[src/rtl/rr_grant_ctrl.sv]
// rr_grant_ctrl: 4-way round-robin grant controller with a one-cycle bubble between grants.
// Optional hold timeout is built when RR_GRANT_TIMEOUT_EN is defined.
module rr_grant_ctrl #(
  parameter int TIMEOUT = 16
) (
  input  logic       clk,
  input  logic       rst_n,
  input  logic [3:0] req,
  input  logic       release_i,
  output logic [3:0] grant,
  output logic [1:0] grant_idx,
  output logic       busy,
  output logic       timeout
);

  typedef enum logic {
    IDLE,
    GRANT
  } state_e;

  state_e     state_q, state_d;
  logic [1:0] idx_q, idx_d;
  logic [1:0] last_q, last_d;
  logic [1:0] win;
  logic [1:0] cand;
  logic       found;
  logic       to_hit;

  // Search upward with wrap, starting just after the last owner.
  always_comb begin
    win   = last_q + 2'd1;
    cand  = 2'd0;
    found = 1'b0;
    for (int i = 1; i <= 4; i++) begin
      cand = last_q + 2'(i);
      if (!found && req[cand]) begin
        win   = cand;
        found = 1'b1;
      end
    end
  end

`ifdef RR_GRANT_TIMEOUT_EN
  logic [7:0] cnt_q, cnt_d;

  // A same-cycle release wins over the timeout.
  assign to_hit  = (state_q == GRANT) &&
                   (cnt_q == 8'(TIMEOUT - 1)) &&
                   !release_i;
  assign timeout = to_hit;

  always_comb begin
    cnt_d = 8'd0;
    if (state_q == GRANT) cnt_d = cnt_q + 8'd1;
  end

  always_ff @(posedge clk or negedge rst_n) begin
    if (!rst_n) cnt_q <= 8'd0;
    else        cnt_q <= cnt_d;
  end
`else
  wire unused_timeout = |TIMEOUT;

  assign to_hit  = 1'b0;
  assign timeout = 1'b0;
`endif

  always_comb begin
    state_d = state_q;
    idx_d   = idx_q;
    last_d  = last_q;
    unique case (state_q)
      IDLE: begin
        if (|req) begin
          state_d = GRANT;
          idx_d   = win;
          last_d  = win;
        end
      end
      GRANT: begin
        if (release_i || !req[idx_q] || to_hit)
          state_d = IDLE;
      end
      default: state_d = IDLE;
    endcase
  end

  always_ff @(posedge clk or negedge rst_n) begin
    if (!rst_n) begin
      state_q <= IDLE;
      idx_q   <= 2'd0;
      last_q  <= 2'd3;
    end else begin
      state_q <= state_d;
      idx_q   <= idx_d;
      last_q  <= last_d;
    end
  end

  assign busy      = (state_q == GRANT);
  assign grant     = busy ? (4'b0001 << idx_q) : 4'b0000;
  assign grant_idx = idx_q;

endmodule

[config.mk]
export PLATFORM = sky130hd
export DESIGN_NAME = rr_grant_ctrl
export DESIGN_NICKNAME = d
export VERILOG_FILES = /design/src/rtl/rr_grant_ctrl.sv
export SDC_FILE = /design/constraint.sdc
export NUM_CORES = 1
export LEC_CHECK = 0
export BUFFER_PORTS_ARGS = -buffer_cell sky130_fd_sc_hd__buf_2
export CAP_MARGIN = 5
export CORE_AREA = 2 2 39 41
export DETAILED_ROUTE_END_ITERATION = 10
export DIE_AREA = 0 0 41 43
export PLACE_DENSITY_LB_ADDON = 0.05
export SLEW_MARGIN = 25
export SYNTH_ARGS = -nofsm -noshare
export SYNTH_HDL_FRONTEND = slang
export SYNTH_SLANG_ARGS = --single-unit
[constraint.sdc]
create_clock -name clk -period 1.6 [get_ports clk]
set_input_delay 0.08 -clock clk [delete_from_list [all_inputs] [get_ports clk]]
set_output_delay 0.08 -clock clk [all_outputs]
set_load 0.03 [all_outputs]
==> metrics, run 1 <==
post-DR vias/cell 5.41; worst vdd ir 600 µV; Avg Cell Area, Syn 8.54 µm²; met2 Usage GRT 19.4%; max-slew violations 0; FMAX 0.645 GHz; H-Tree Depth 1; clk buf depth 2; fin crit share 96.9%; Setup Viol. Count Final 0; gr busiest metal met1; CP required 1.73 ns; Die H 43 µm; P_int 0.581 mW; Core ar. 0.00138 mm²; GRT Overall Usage 15.8%; Gate power share 55.5%; Fin Setup TNS 0 ns; Root Buffer clkbuf_4; Critical Path End Type flip-flop; I/O Pins 15; Synth Cell Area 487 µm²; number of synthesized register bits 5; vias in the first global route 368; die area 0.00176 mm²; Seq/Total Area, Yosys 26.2%; min cycle time layout 1.55 ns; area leader, netlist dfrtp_1; status completed; CTS tree yes; Max Clock Skew 0.000445 ns; cell row count 14; post-route setup slack 0.0489 ns; Fill cells 151; Synth cell types 36; Hold WC Path Type input port to flip-flop; Die W 41 µm; TritonCTS Sinks 5; leakage 0.268 nW; Placement Setup Slack 0.0642 ns; dpl cells 82; worst-skew pair later-pin latency 0.25 ns; cells taking the most area after synthesis dfrtp_1, dfstp_2, mux4_1; Port Buffers 13; first-pass GRT wire length 1.79 mm; Fin. Hold Viols 0; layout overhead on the synthesized area 21.9%; CP peak stage delay 0.41 ns; max-capacitance violation count 0; nets 80; drt first pass iters 2; CP Buf/Inv Count 0; WL final 1.13 mm; sequential power share 30.4%; WL per Instance 12.8 µm; Synth top area share 15.4%; sw power 0.553 mW; total CTS buffers 3; ANT cells 0; total gr overflow 0; initial antenna violation count 0; Sw Share 48.8%; Clock transition at path regs 0.05 ns; antenna-violating nets left 0; CP Cell Sequence or3b_1 -> a2111o_1 -> a21oi_2 -> o31ai_1; CP Max Fanout 9; starting density of the core 35.2%; Worst path slowest cell dfstp_2; Final Power 1.13 mW; worst setup path class flip-flop to flip-flop; met1 usage 22.0%; Via Count 476; total power divided by cell area 1910 mW/mm²; critical path arrival 1.68 ns; detailed placement HPWL 790 µm; CP Launch Type flip-flop; Post-Synthesis Cells 57; Clk pwr share 14.1%; grt met3 use 3.14%; drc violations 0; largest net degree at the start of global routing 13; CP top delay family compound AO/OA/AOI/OAI gates; DRT iter0 DRCs 3; Yosys warning count 0; routability congestion estimate from global placement 0.775; proportion of layout cells with a drive suffix above 1 37.5%; RSZ-0062 raised after global routing false; syn_nets 64; Cell Count, Final, Fillers Out 88
==> stage by stage <==
| stage | utilization (%) | hold WS (ns) | cell area, µm² |
|---|---|---|---|
| 2_1_floorplan | - | -0.216 | 492 |
| 3_3_place_gp | 39.4 | -0.0906 | 546 |
| 3_5_place_dp | 39.4 | -0.0863 | 546 |
| 4_1_cts | 42.0 | 0.0721 | 582 |
| 5_1_grt | 42.9 | 0.0776 | 593 |
| 6_report | 42.9 | 0.0769 | 593 |
==> flip-flops by register name, summed over array words and instances, names as in the netlist <==
register	cells
grant_idx	2
last_q	2
busy	1
==> power groups by stage <==
stage | clock [mW] | sequential, mW | combinational [mW]
floorplan | 0 | 0.350 | 0.492
global placement | 0 | 0.347 | 0.610
detailed placement | 0 | 0.354 | 0.601
CTS | 0.165 | 0.349 | 0.608
global route | 0.174 | 0.367 | 0.697
finish | 0.160 | 0.345 | 0.630
==> routing by layer <==
| layer | vias up | wire length, µm |
|---|---|---|
| met5 | - | 0 |
| met4 | 0 | 30 |
| met3 | 3 | 49 |
| met2 | 15 | 476 |
| met1 | 218 | 568 |
| li1 | 240 | - |
==> layout by cell type (no fill, tap or decap), types with 2 or more instances in the layout <==
master / n
inv_1: 2
dfstp_2: 2
nand2_1: 5
nor2_1: 4
buf_4: 3
a21oi_2: 2
clkbuf_4: 3
a21oi_1: 4
nand3b_1: 2
nand2b_1: 2
o21ai_1: 2
dfrtp_1: 3
buf_2: 13
o31ai_1: 2
==> synth_stat cells <==
| cell type | n |
|---|---|
| a221oi_1 | 1 |
| nor3b_1 | 1 |
| buf_4 | 2 |
| and3_1 | 1 |
| mux2i_1 | 1 |
| nor2_1 | 4 |
| o31ai_1 | 2 |
| o32a_1 | 1 |
| or2_2 | 1 |
| xnor2_1 | 1 |
| and3b_1 | 1 |
| a21oi_1 | 5 |
| o21ai_1 | 2 |
| buf_2 | 1 |
| a2111o_1 | 1 |
| or2b_2 | 1 |
| nor4b_1 | 1 |
| mux4_1 | 1 |
| clkbuf_1 | 1 |
| dfstp_2 | 2 |
| o41ai_1 | 1 |
| conb_1 | 1 |
| and3b_2 | 1 |
| a21oi_2 | 1 |
| or3b_1 | 1 |
| o21ai_0 | 1 |
| a31oi_1 | 1 |
| nor3_1 | 1 |
| nor4bb_1 | 1 |
| nand2_1 | 5 |
| inv_1 | 2 |
| nand2b_1 | 2 |
| buf_6 | 2 |
| o22ai_1 | 1 |
| nand3b_1 | 2 |
| dfrtp_1 | 3 |
==> repair_timing <==
action	CTS	global route
setup endpoints to repair	0	1
buffers inserted	0	1
resized for setup	0	1
endpoints found under the hold margin	5	0
hold buffers	1	0
==> worst register-to-register path, cell delays in order, from the launching register on <==
cell and delay, ns:
dfstp_2 0.41, or3b_1 0.38, a2111o_1 0.40, a21oi_2 0.15, o31ai_1 0.08
==> final timing paths <==
check	from	end	slack, ns	cells after the start
min reg2reg	last_q[0]	last_q[0]	0.53	2
min in group asynchronous	rst_n	grant_idx[0]	0.18	2
max	last_q[1]	grant_idx[1]	0.05	4
max reg2reg	last_q[1]	grant_idx[1]	0.05	4
max in group asynchronous	rst_n	last_q[1]	1.20	2
min	release_i	busy	0.08	3
==> kinds of logic (layout without fill, tap and decap cells) <==
logic type | Yosys count | after routing | share of synthesized area (%)
AND/OR/NAND/NOR | 23 | 23 | 29.0
AO/OA/AOI/OAI | 17 | 17 | 23.7
buffers and inverters | 8 | 23 | 11.1
flip-flops | 5 | 5 | 26.2
multiplexers | 2 | 2 | 7.46
other | 1 | 1 | 0.770
XOR/XNOR | 1 | 1 | 1.80
==> layout make-up <==
type                       instances  area (µm²)  area share, %
clock buffer                       4        26.3           4.43
inverter                           2        7.51           1.27
multi-input combinational         44         314           53.0
sequential                         5         128           21.5
tap                               16        20.0           3.38
timing repair buffer              17        97.6           16.5
Power figures use the tool's default switching activity.
==> run 2, diff against run 1 <==
==> constraint.sdc (replaced) <==
create_clock -name clk -period 1.3 [get_ports clk]
set_input_delay 0.065 -clock clk [delete_from_list [all_inputs] [get_ports clk]]
set_output_delay 0.065 -clock clk [all_outputs]
set_load 0.03 [all_outputs]
==> metrics, run 2 (same netlist as run 1, synthesis figures left out) <==
status complete, but fails checks; failing checks setup timing; Fill cells 157; die area 0.00176 mm²; I/O Pins 15; CP Max Fanout 5; Core ar. 0.00138 mm²; Die W 41 µm; min cycle time layout 1.54 ns; WL per Instance 13.5 µm; Max Used Layer met4; Clock transition at path regs 0.04 ns; max-slew violations 0; antenna-violating nets left 0; worst-skew pair later-pin latency 0.25 ns; commonest non-fill, non-tap cell in the layout buf_2; routability congestion estimate from global placement 0.730; proportion of layout cells with a drive suffix above 1 51.9%; Fin. Hold Viols 0; GRT Overall Usage 18.1%; met1 wire length 586 µm; total CTS buffers 3; detailed placement HPWL 912 µm; sw power 0.765 mW; CP Launch Type flip-flop; layout overhead on the synthesized area 44.2%; Hold WC Path Type input port to flip-flop; clk buf depth 2; H-Tree Depth 1; Root Buffer clkbuf_4; worst vdd ir 1210 µV; total power divided by cell area 2430 mW/mm²; most frequent cells in the layout buf_2, buf_4, nand2_1, a21oi_1; worst setup path class flip-flop to flip-flop; Cell Count, Final, Fillers Out 97; cell row count 14; Sw Share 44.8%; P_int 0.942 mW; ANT cells 0; Setup Viol. Count Final 4; area of the multi-input gates 338 µm²; post-DR vias/cell 5.40; largest net degree at the start of global routing 13; WL met2 652 µm; Critical Path End Type flip-flop; first-pass GRT wire length 2.10 mm; nets 89; drt first pass iters 4; max-capacitance violation count 0; Port Buffers 13; initial antenna violation count 0; Fin Setup TNS -0.697 ns; drc violations 0; RSZ-0062 raised after global routing true; metal3 WL 59 µm; Final Power 1.71 mW; dpl cells 88; total gr overflow 0; CP peak stage delay 0.55 ns; final core utilization 50.7%; DRT iter0 DRCs 8; Gate power share 67.9%; CP Cell Sequence buf_6 -> nand3b_1 -> a2111o_1 -> a21oi_2 -> o31ai_2; CP Buf/Inv Count 1; Final Instance Area 702 µm²; Worst path slowest cell dfstp_2; sequential power share 21.4%; FMAX 0.650 GHz; minimum hold slack 0.103 ns; CP top delay family compound AO/OA/AOI/OAI gates; Die H 43 µm; Via Count 524; Clk pwr share 10.7%; CP required 1.42 ns; leakage 0.319 nW; Reg area 129 µm²; critical path arrival 1.66 ns; vias in the first global route 485; CTS tree yes; starting density of the core 35.2%; post-route setup slack -0.239 ns; post-place instance area 606 µm²; Placement Setup Slack -0.233 ns; fin crit share 118%; WL final 1.31 mm; TritonCTS Sinks 5; Max Clock Skew 0.00454 ns
## run 2: cell count changes in the layout (fill, tap and decap cells not counted), sizes merged
cell  before  now
buf       16   25
## run 2: final cells by class
cell class | instances | share of cell area [%]
Multi-Input combinational cell | 44 | 48.1
Timing Repair Buffer | 26 | 25.8
Sequential cell | 5 | 18.4
Clock buffer | 4 | 3.74
Tap cell | 16 | 2.85
Inverter | 2 | 1.07
## run 2: worst paths after layout
path,startpoint,to,slack (ns),cells after the start
min in group asynchronous,rst_n,grant_idx[0],0.16,2
max,last_q[1],grant_idx[1],-0.24,5
min reg2reg,busy,last_q[0],0.52,1
max in group asynchronous,rst_n,last_q[1],0.92,2
max reg2reg,last_q[1],grant_idx[1],-0.24,5
min,release_i,busy,0.10,3
## run 2: power groups by stage
stage               Combinational [mW]  Sequential, mW  Clock [mW]
floorplan                        0.611           0.434           0
global placement                 0.978           0.392           0
detailed placement               0.963           0.397           0
CTS                               1.08           0.361       0.192
global route                      1.26           0.383       0.205
finish                            1.16           0.365       0.183
## run 2: tightest hold or removal path: stages
cell and delay (ns):
buf_2 0.07, nand3b_1 0.11, nand2_1 0.06
## run 2: timing repair
action,4_1_cts,5_1_grt
hold buffers,1,0
resized for setup,4,5
endpoints found under the hold margin,5,0
pin swaps,6,4
setup buffers,2,2
setup endpoints to repair,4,7
## run 2: routing by layer
layer / vias to the layer above / GRT usage [%]
li1: 255 / -
met1: 254 / 24.0
met2: 13 / 26.6
met3: 2 / 4.71
met4: 0 / 8.00
met5: - / 0
==> run 3, diff against run 2 <==
--- a/config.mk
+++ b/config.mk
@@ -8,6 +8,7 @@
 export BUFFER_PORTS_ARGS = -buffer_cell sky130_fd_sc_hd__buf_2
 export CAP_MARGIN = 5
 export CORE_AREA = 2 2 39 41
+export CTS_BUF_LIST = sky130_fd_sc_hd__clkbuf_2
 export DETAILED_ROUTE_END_ITERATION = 10
 export DIE_AREA = 0 0 41 43
 export PLACE_DENSITY_LB_ADDON = 0.05
==> metrics, run 3 (same netlist as run 1, synthesis figures left out) <==
sequential power share 21.9%; critical path arrival 1.62 ns; reg2reg end grant_idx[1]; Setup Viol. Count Final 4; post-route setup slack -0.216 ns; Die H 43 µm; FF-to-FF path depth 5; Fin Setup TNS -0.672 ns; drt first pass iters 4; min cycle time layout 1.52 ns; GRT Overall Usage 17.0%; flop2flop setup slack -0.22 ns; WL final 1.25 mm; commonest non-fill, non-tap cell in the layout buf_2; Critical Path End Type flip-flop; initial antenna violation count 0; max-slew violations 0; TritonCTS Sinks 5; CTS tree yes; starting density of the core 35.2%; ANT cells 0; Max Clock Skew 0.00463 ns; Clock transition at path regs 0.05 ns; crit path from last_q[1]; Die W 41 µm; Worst Hold Endpoint busy; FMAX 0.660 GHz; most frequent cells in the layout buf_2, buf_4, nand2_1, a21oi_1, clkbuf_2; antenna-violating nets left 0; leakage 0.320 nW; WL per Instance 12.9 µm; Core ar. 0.00138 mm²; die area 0.00176 mm²; CP required 1.40 ns; Worst path slowest cell dfstp_2; CP Buf/Inv Count 1; Gate power share 69.2%; fin crit share 117%; sw power 0.754 mW; total gr overflow 0; failing checks setup timing; largest net degree at the start of global routing 13; CP Launch Type flip-flop; min-delay src release_i; I/O Pins 15; routability congestion estimate from global placement 0.730; vias in the first global route 471; worst setup path class flip-flop to flip-flop; total power divided by cell area 2390 mW/mm²; worst vdd ir 1280 µV; first-pass GRT wire length 2.01 mm; clk buf depth 2; Final Instance Area 696 µm²; layout overhead on the synthesized area 42.9%; post-place instance area 606 µm²; RSZ-0062 raised after global routing true; post-DR vias/cell 5.28; Fin. Hold Viols 0; detailed placement HPWL 912 µm; Root Buffer clkbuf_2; Port Buffers 13; Hold WC Path Type input port to flip-flop; DRT iter0 DRCs 8; cell row count 14; Sw Share 45.4%; total CTS buffers 3; Via Count 512; Clk pwr share 8.9%; CP Cell Sequence buf_6 -> nand3b_1 -> a2111o_1 -> a21oi_2 -> o31ai_2; max-capacitance violation count 0; status complete, but fails checks; Reg-to-Reg Start last_q[1]; CP top delay family compound AO/OA/AOI/OAI gates; H-Tree Depth 1; worst-skew pair later-pin latency 0.22 ns; CP peak stage delay 0.56 ns; CP Max Fanout 5; proportion of layout cells with a drive suffix above 1 53.1%; P_int 0.906 mW; drc violations 0; minimum hold slack 0.132 ns; nets 89; WHS Path Cells 3
run 3: cell counts in the layout (fill, tap and decap cells not counted):
Identical to the previous run, type by type.
run 3: layer usage:
| layer | vias up | track usage, % | share of wire (%) |
|---|---|---|---|
| met4 | 0 | 4.00 | 0 |
| met2 | 12 | 25.9 | 49 |
| met3 | 0 | 4.71 | 4.3 |
| li1 | 255 | - | - |
| met1 | 245 | 23.0 | 46 |
| met5 | - | 0 | 0 |
run 3: worst max path at each step:
stage | to | slack (ns) | depth (start not counted)
final | grant_idx[1] | -0.22 | 5
after global routing | grant_idx[1] | -0.29 | 5
after CTS | grant_idx[1] | -0.21 | 4
after detailed placement | grant_idx[1] | -0.23 | 4
after global placement | grant_idx[1] | -0.21 | 4
after floorplan | grant_idx[1] | -0.22 | 5
run 3: timing repair:
| action | in CTS | in global routing |
|---|---|---|
| setup endpoints to repair | 4 | 7 |
| hold buffers | 1 | 0 |
| hold endpoints to repair | 5 | 0 |
| pin swaps | 5 | 2 |
| resized for setup | 4 | 5 |
| buffers inserted | 2 | 2 |
run 3: metrics by stage:
step	power, mW	instances	util, %	setup WS, ns
6_report	1.66	97	50.3	-0.216
5_1_grt	1.80	97	50.3	-0.286
4_1_cts	1.59	95	47.7	-0.206
3_5_place_dp	1.36	88	43.8	-0.233
3_3_place_gp	1.37	88	43.8	-0.210
2_1_floorplan	1.05	57	-	-0.220
run 3: worst register-to-register path, stage by stage, from the launching register on:
cell	delay [ns]
dfstp_2	0.56
buf_6	0.11
nand3b_1	0.07
a2111o_1	0.45
a21oi_2	0.14
o31ai_2	0.07
run 3: power by group through the flow:
stage	registers, mW	logic (mW)	clock network (mW)
2_1_floorplan	0.434	0.611	0
3_3_place_gp	0.392	0.978	0
3_5_place_dp	0.397	0.963	0
4_1_cts	0.360	1.07	0.155
5_1_grt	0.382	1.25	0.165
6_report	0.363	1.15	0.147
run 3: final cells by class:
class	instances	area, µm²
fill	152	688
multi-input combinational	44	338
timing repair buffer	26	181
sequential	5	129
clock buffer	4	20.0
tap	16	20.0
inverter	2	7.51
